$ cat config.mk
export PLATFORM = sky130hd
export DESIGN_NAME = regfile_mp_flat
export DESIGN_NICKNAME = d
export VERILOG_FILES = /design/src/rtl/regfile_mp_if.sv /design/src/rtl/regfile_mp.sv /design/src/flat_wrapper.sv
export SDC_FILE = /design/constraint.sdc
export NUM_CORES = 1
export LEC_CHECK = 0
export CAP_MARGIN = 20
export CORE_UTILIZATION = 40
export DETAILED_ROUTE_END_ITERATION = 7
export DONT_BUFFER_PORTS = 1
export HOLD_SLACK_MARGIN = 0.02
export PLACE_DENSITY = 0.66
export SYNTH_ARGS = -nofsm -noshare
export SYNTH_HDL_FRONTEND = slang
export SYNTH_SLANG_ARGS = --single-unit
$ cat constraint.sdc
create_clock -name clk -period 4 [get_ports clk]
set_input_delay 0.8 -clock clk [delete_from_list [all_inputs] [get_ports clk]]
set_output_delay 0.8 -clock clk [all_outputs]
set_load 0.01 [all_outputs]
$ cat src/rtl/regfile_mp_if.sv
// Register file access bus: decode-side read addresses, writeback port and clear control.
// The master is the datapath; the slave is regfile_mp.
interface regfile_mp_if #(
    parameter int unsigned DATA_W = 32,
    parameter int unsigned ADDR_W = 5,
    parameter int unsigned NUM_RD = 2
);
    logic [NUM_RD*ADDR_W-1:0] rd_addr;
    logic [NUM_RD*DATA_W-1:0] rd_data;
    logic                     wr_en;
    logic [ADDR_W-1:0]        wr_addr;
    logic [DATA_W-1:0]        wr_data;
    logic                     init_req;
    logic                     busy;

    modport master (
        output rd_addr, wr_en, wr_addr, wr_data, init_req,
        input  rd_data, busy
    );

    modport slave (
        input  rd_addr, wr_en, wr_addr, wr_data, init_req,
        output rd_data, busy
    );
endinterface

$ cat src/rtl/regfile_mp.sv
// Multi-read-port register file with hardwired-zero entry 0 and a clear sequencer.
// Optional same-cycle write-to-read forwarding when REGFILE_BYPASS_EN is defined.
module regfile_mp #(
    parameter int unsigned DATA_W = 32,
    parameter int unsigned ADDR_W = 5,
    parameter int unsigned NUM_RD = 2
) (
    input  logic         clk,
    input  logic         rst,
    regfile_mp_if.slave  bus
);
    localparam int unsigned DEPTH = 2**ADDR_W;

    typedef enum logic {
        CLEAR = 1'b0,
        READY = 1'b1
    } state_e;

    state_e                   state_q, state_d;
    logic [ADDR_W-1:0]        clr_cnt_q, clr_cnt_d;
    logic [DATA_W-1:0]        mem_q [DEPTH];
    logic                     busy_c;
    logic                     clr_we_c;
    logic                     wr_fire_c;
    logic [NUM_RD*DATA_W-1:0] rd_data_c;

    // Sequencer state register
    always_ff @(posedge clk or posedge rst) begin
        if (rst) begin
            state_q   <= CLEAR;
            clr_cnt_q <= '0;
        end else begin
            state_q   <= state_d;
            clr_cnt_q <= clr_cnt_d;
        end
    end

    // Next state: sweep all entries, then idle with the counter parked at 0
    always_comb begin
        state_d   = state_q;
        clr_cnt_d = clr_cnt_q;
        if (state_q == CLEAR) begin
            clr_cnt_d = clr_cnt_q + ADDR_W'(1);
            if (clr_cnt_q == ADDR_W'(DEPTH - 1)) begin
                state_d = READY;
            end
        end else begin
            clr_cnt_d = '0;
            if (bus.init_req) begin
                state_d = CLEAR;
            end
        end
    end

    // Outputs and array strobes; init_req beats a same-cycle write
    always_comb begin
        busy_c    = 1'b0;
        clr_we_c  = 1'b0;
        wr_fire_c = 1'b0;
        if (state_q == CLEAR) begin
            busy_c   = 1'b1;
            clr_we_c = 1'b1;
        end else begin
            wr_fire_c = bus.wr_en && !bus.init_req && (bus.wr_addr != '0);
        end
    end

    always_ff @(posedge clk) begin
        if (clr_we_c) begin
            mem_q[clr_cnt_q] <= '0;
        end else if (wr_fire_c) begin
            mem_q[bus.wr_addr] <= bus.wr_data;
        end
    end

    // Asynchronous read ports; zero during the sweep and for entry 0
    always_comb begin
        logic [ADDR_W-1:0] ra;
        ra        = '0;
        rd_data_c = '0;
        for (int k = 0; k < int'(NUM_RD); k++) begin
            ra = bus.rd_addr[k*ADDR_W +: ADDR_W];
            if (!busy_c && (ra != '0)) begin
                rd_data_c[k*DATA_W +: DATA_W] = mem_q[ra];
`ifdef REGFILE_BYPASS_EN
                if (bus.wr_en && (bus.wr_addr == ra)) begin
                    rd_data_c[k*DATA_W +: DATA_W] = bus.wr_data;
                end
`endif
            end
        end
    end

    assign bus.rd_data = rd_data_c;
    assign bus.busy    = busy_c;

endmodule

$ cat src/flat_wrapper.sv
// flat-port wrapper written by rule: the top's interface ports become plain ports
module regfile_mp_flat 
#(
    parameter int unsigned DATA_W = 32,
    parameter int unsigned ADDR_W = 5,
    parameter int unsigned NUM_RD = 2
)
  (clk, rst, bus_rd_addr, bus_wr_en, bus_wr_addr, bus_wr_data, bus_init_req, bus_rd_data, bus_busy);
  regfile_mp_if #(.DATA_W(DATA_W), .ADDR_W(ADDR_W), .NUM_RD(NUM_RD)) bus_i ();
  input  logic clk;
  input  logic rst;
  input wire logic [$bits(bus_i.rd_addr)-1:0] bus_rd_addr;
  input wire logic [$bits(bus_i.wr_en)-1:0] bus_wr_en;
  input wire logic [$bits(bus_i.wr_addr)-1:0] bus_wr_addr;
  input wire logic [$bits(bus_i.wr_data)-1:0] bus_wr_data;
  input wire logic [$bits(bus_i.init_req)-1:0] bus_init_req;
  output wire logic [$bits(bus_i.rd_data)-1:0] bus_rd_data;
  output wire logic [$bits(bus_i.busy)-1:0] bus_busy;
  assign bus_i.rd_addr = bus_rd_addr;
  assign bus_i.wr_en = bus_wr_en;
  assign bus_i.wr_addr = bus_wr_addr;
  assign bus_i.wr_data = bus_wr_data;
  assign bus_i.init_req = bus_init_req;
  assign bus_rd_data = bus_i.rd_data;
  assign bus_busy = bus_i.busy;
  regfile_mp #(.DATA_W(DATA_W), .ADDR_W(ADDR_W), .NUM_RD(NUM_RD)) u_core (.clk(clk), .rst(rst), .bus(bus_i));
endmodule
Word-level counts from Yosys, hierarchy flattened
Memories as Yosys holds them, arrays and structs flattened.
Cells that the tools add are included.
{"block": "word_totals", "register_bits": 6, "ram_bits": 1024, "word_cells": 28, "mem_count": 1, "out_inout_bits": 65, "input_bits": 51}
{"block": "op_classes", "n_eq_ne": 1, "n_reduce_logical": 9, "add_sub_neg": 1, "n_mux": 14}
{"memory": "u_core.mem_q", "depth": 32, "width": 32, "rd": 2, "rd_ports_with_merged_regs": 0, "write_ports": 1, "line_no": "regfile_mp.sv:21", "source": "logic [DATA_W-1:0] mem_q [DEPTH];"}
{"operator": "32-bit two-way mux", "count": 3}
{"operator": "32-bit OR reduction", "count": 1}
{"operator": "5-bit nonzero test", "count": 3}
{"operator": "5-bit two-way mux", "count": 2}
{"operator": "1-bit two-way mux", "count": 9}
{"operator": "5-bit by 1-bit adder with 5-bit output (second input constant)", "count": 1}
{"operator": "5-bit equality test (second input constant)", "count": 1}
{"operator": "1-bit logical AND", "count": 4}
{"operator": "1-bit logical NOT", "count": 1}

Logic depth before layout (Yosys ltp)
{"block": "depth", "depth_word": 9, "depth_mapped": 8, "mapped_depth_nobuf": 5}

Worst setup path before layout
No wires, ideal clock.
{"block": "synth_path", "path_kind": "input to register", "from": "input port bus_wr_addr[0]", "to": "memory u_core.mem_q[21][0] (enable)", "path_slack_ps": -449, "required_ps": 3539, "t_arrival_ps": 3988, "stages": 4, "setup_time_ps": 461, "n_path_buf": 0, "path_cell_list": "or3_1 o21a_1 o32a_1 nor3_1"}
{"block": "synth_via", "elab_chain_cells": 8, "elab_cells_between_ends": 9, "cone_classes": "mux: 6; reduce/logical: 3"}
{"item": "start: declaration", "line_no": "flat_wrapper.sv:14", "source": "input wire logic [$bits(bus_i.wr_addr)-1:0] bus_wr_addr;"}
{"item": "5-bit nonzero test", "line_no": "regfile_mp.sv:64", "source": "wr_fire_c = bus.wr_en && !bus.init_req && (bus.wr_addr != '0);"}
{"item": "1-bit logical AND", "line_no": "regfile_mp.sv:64"}
{"item": "1-bit two-way mux", "line_no": "regfile_mp.sv:60", "source": "if (state_q == CLEAR) begin"}
{"item": "1-bit two-way mux", "line_no": "regfile_mp.sv:71", "source": "end else if (wr_fire_c) begin"}
{"item": "1-bit two-way mux", "line_no": "regfile_mp.sv:69", "source": "if (clr_we_c) begin"}
{"item": "1-bit two-way mux (implied by the code)", "line_no": "regfile_mp.sv:72", "source": "mem_q[bus.wr_addr] <= bus.wr_data;"}
{"item": "32-bit OR reduction (no line)"}
{"item": "5-bit two-way mux (no line) / 1-bit two-way mux (equally long branches)"}
{"item": "end: declaration", "line_no": "regfile_mp.sv:21"}
Several ways; a longest one is shown, not always the timed one.

Final worst setup path
{"block": "layout_path", "from": "input port bus_rd_addr[7]", "to": "output port bus_rd_data[42]"}
{"block": "layout_via", "elab_chain_cells": 3, "elab_cells_between_ends": 4, "cone_classes": "mux: 1; reduce/logical: 2; memory: 1"}
{"item": "start: declaration", "line_no": "flat_wrapper.sv:12", "source": "input wire logic [$bits(bus_i.rd_addr)-1:0] bus_rd_addr;"}
{"item": "parallel branches: the longest is 2 deep, another holds memory 32 x 32 bit"}
{"item": "32-bit two-way mux *", "line_no": "regfile_mp.sv:83", "source": "if (!busy_c && (ra != '0)) begin"}
{"item": "end: declaration", "line_no": "flat_wrapper.sv:17", "source": "output wire logic [$bits(bus_i.rd_data)-1:0] bus_rd_data;"}
Mark *: on every way between the ends.

==> results.md <==
- # fillers: 10,200
- Routability congestion estimate: 0.838
- Area contributors post-synth: edfxtp_1 (64%), mux2i_1 (11%), mux4_2 (11%)
- Core region area: 120,000 µm²
- Via count: 30,300
- Starting density of the core: 40.3%
- Worst setup EP type: output pin
- Pwr/cell area: 500 nW/µm²
- Die height: 349 µm
- DRC errors left: 0
- Fin crit share: 104%
- Syn avg cell area: 16.7 µm²
- Setup violations, final: 2
- Max-Cap Viols: 0
- Post-Syn Area: 48,300 µm²
- H-tree Lvls: 3
- Async SR Flop Fraction: 0.583%
- Final non-filler cell total: 4,595
- Vias in the first global route: 29,500
- Status: finished with violations
- Most numerous cell in the Yosys netlist: edfxtp_1
- Share of post-route cells with drive strength above 1: 19.1%
- Worst skew pair latency: 0.68 ns
- Slew margin rel.: -8.81%
- DIE WIDTH: 349 µm
- Vias/cell: 6.59
- TritonCTS Sinks: 1,030
- Num rows: 127
- Pleak: 18.9 nW
- CTS root buf: clkbuf_16
- Worst-Margin Slew: 1.63 ns
- Grt ovf: 0
- Reg2reg start: u_core.state_q
- Synth Register Bits: 1,030
- Endpoints failing hold: 0
- DR pass1 iterations: 6
- Failing checks: slew limit, setup timing
- Setup WS post-layout: -0.148 ns
- DR WL/cell: 34.0 µm
- Top Ports: 116
- Port buffer count: 0
- Post-synth EDFFs: 1,024
- Final net count: 2,952
- TritonCTS clock tree: done
- Final HPWL DP: 85,800 µm
- Synth cell types: 44
- Max Clk Rate: 241 MHz
- Syn-to-layout area delta: 12.4%
- Top cell type's share of synthesized area: 63.7%
- CP Launch Type: primary input
- CTS buffer count: 102
- Ys Warns: 0
- Min cycle time layout: 4.15 ns
- First-pass GRT wire length: 216,000 µm
- Post-Syn Nets: 2,942
- RSZ-0062 raised after global routing: false
- Dominant synthesized flop cell: edfxtp_1
- Reg clk slew, reported paths: 0.06 ns
- Die Area: 122,000 µm²
- Skew final: 0.0223 ns
- Largest net degree at the start of global routing: 403
- Register area share after synthesis: 64.0%
- Pre-CTS WS: 0.388 ns
- CP arrival: 3.35 ns
- CP required: 3.20 ns
- Hold Path Class: primary input to flip-flop
- Max Slew Vio Count: 59
- Setup crit start: bus_rd_addr[7]
- Final Util: 45.3%
- Top cells by count, synth: edfxtp_1 (1,024), mux2i_1 (548), a22oi_1 (290)
- R2r setup slk: 1.09 ns
- Starting DRT DRC Count: 4,878
- GRT Resource Usage Total: 24.9%
- DRT Wirelength: 156,000 µm
- Peak VDD IR: 0.570 mV
- Post-route ant nets: 0
- Max clock buf depth: 3
- Hold path start: bus_init_req
- Post-Syn Instances: 2,889
- Dpl cells: 4,397
- Critical path fanouts, max: 203
- Hold WS: 0.242 ns
- Cell taking the most area after synthesis: edfxtp_1
- Initial antenna violation count: 13
- Kind of critical path: primary input to output pin
## kinds of logic (layout without fill, tap and decap cells)
family                     Yosys count  after routing  share of synthesized area, %
AOI/OAI and AO/OA                  413            413                          5.98
other                                0              5                             0
DFF                               1030           1030                          64.0
adders and majority gates            2              2                        0.0518
muxes                              786            786                          22.5
buffers and inverters              235            324                          2.77
and+or+nand+nor                    421            421                          4.70
xor gates and xnor gates             2              2                        0.0363
## metrics by stage
stage               instance area (µm²)  setup TNS, ns  power [W]
floorplan                         48300         -55.64     0.0161
global placement                  50800              0     0.0178
detailed placement                50800              0     0.0179
CTS                               54000              0     0.0269
global route                      54300              0     0.0278
finish                            54300         -0.150     0.0271
## power breakdown
group          internal (W)  total, W  switching, W  leakage [nW]
Sequential           0.0131    0.0136      0.000484          9.86
Clock               0.00514   0.00923       0.00409          1.53
Combinational       0.00145   0.00429       0.00284          7.47
## sequential cells by signal, summed over array words and instances, names as in the netlist
register	flops
u_core.mem_q	1024
u_core.state_q	1
u_core.clr_cnt_q	5
## final timing paths
path,end,cells past startpoint
worst min register to register,u_core.clr_cnt_q[0],1
worst min-delay path,u_core.state_q,1
worst max-delay path,bus_rd_data[42],6
min in group asynchronous,u_core.clr_cnt_q[3],2
max in group asynchronous,u_core.state_q,2
worst max register to register,u_core.mem_q[2][7],5
## worst max-delay path, stage by stage
cell and delay (ns):
nor2b_4 0.57, buf_12 0.22, a22oi_1 0.10, nand3_1 0.10, nand4_1 0.42, buf_4 0.34
## layout by cell type, fill, tap and decap left out, types with 3 or more instances in the layout
master      count
nand2_1        50
clkinv_1       29
nor3_1          3
clkinvlp_4      5
nor2b_1         3
buf_12         40
nor2b_4         6
diode_2         5
bufinv_16       5
a31oi_1        11
o32a_1          3
dfrtp_1         5
a21oi_1        85
nor2_1          9
nand3_1       136
a32oi_1        11
nand4_1        66
clkbuf_16     111
nor3_4         12
clkbuf_1       19
mux2i_1       548
and3_1         58
nor3_2          4
inv_1           6
edfxtp_1     1024
and2_1         34
clkinv_2       15
nor2_4         23
buf_4          84
mux4_2        238
a22oi_1       290
buf_16          4
## layer usage
| layer | global-route usage (%) | part of all wire [%] | up-vias |
|---|---|---|---|
| met5 | 0 | 0.040 | - |
| met4 | 6.88 | 2.7 | 10 |
| met3 | 6.63 | 14 | 291 |
| met2 | 37.4 | 45 | 2142 |
| met1 | 35.6 | 39 | 15800 |
| li1 | - | - | 12000 |
## what timing repair did
item,in CTS,in global routing
setup buffers,0,0
endpoints found under the hold margin,6,0
pin swaps,0,0
hold buffers,1,0
gates cloned,0,4
gates resized for setup,4,1
setup endpoints to repair,6,33
## layout make-up
type                       instances  area [µm²]  share of cell area (%)
clock buffer                     125        2720                    5.02
multi-input combinational       1624       16500                    30.4
antenna                            5        12.5                  0.0231
timing repair buffer             135        1690                    3.11
inverter                           6        22.5                  0.0415
clock inverter                    58         428                   0.788
tap                             1612        2020                    3.72
sequential                      1030       30900                    56.9
(Power assumes the default switching activity.)
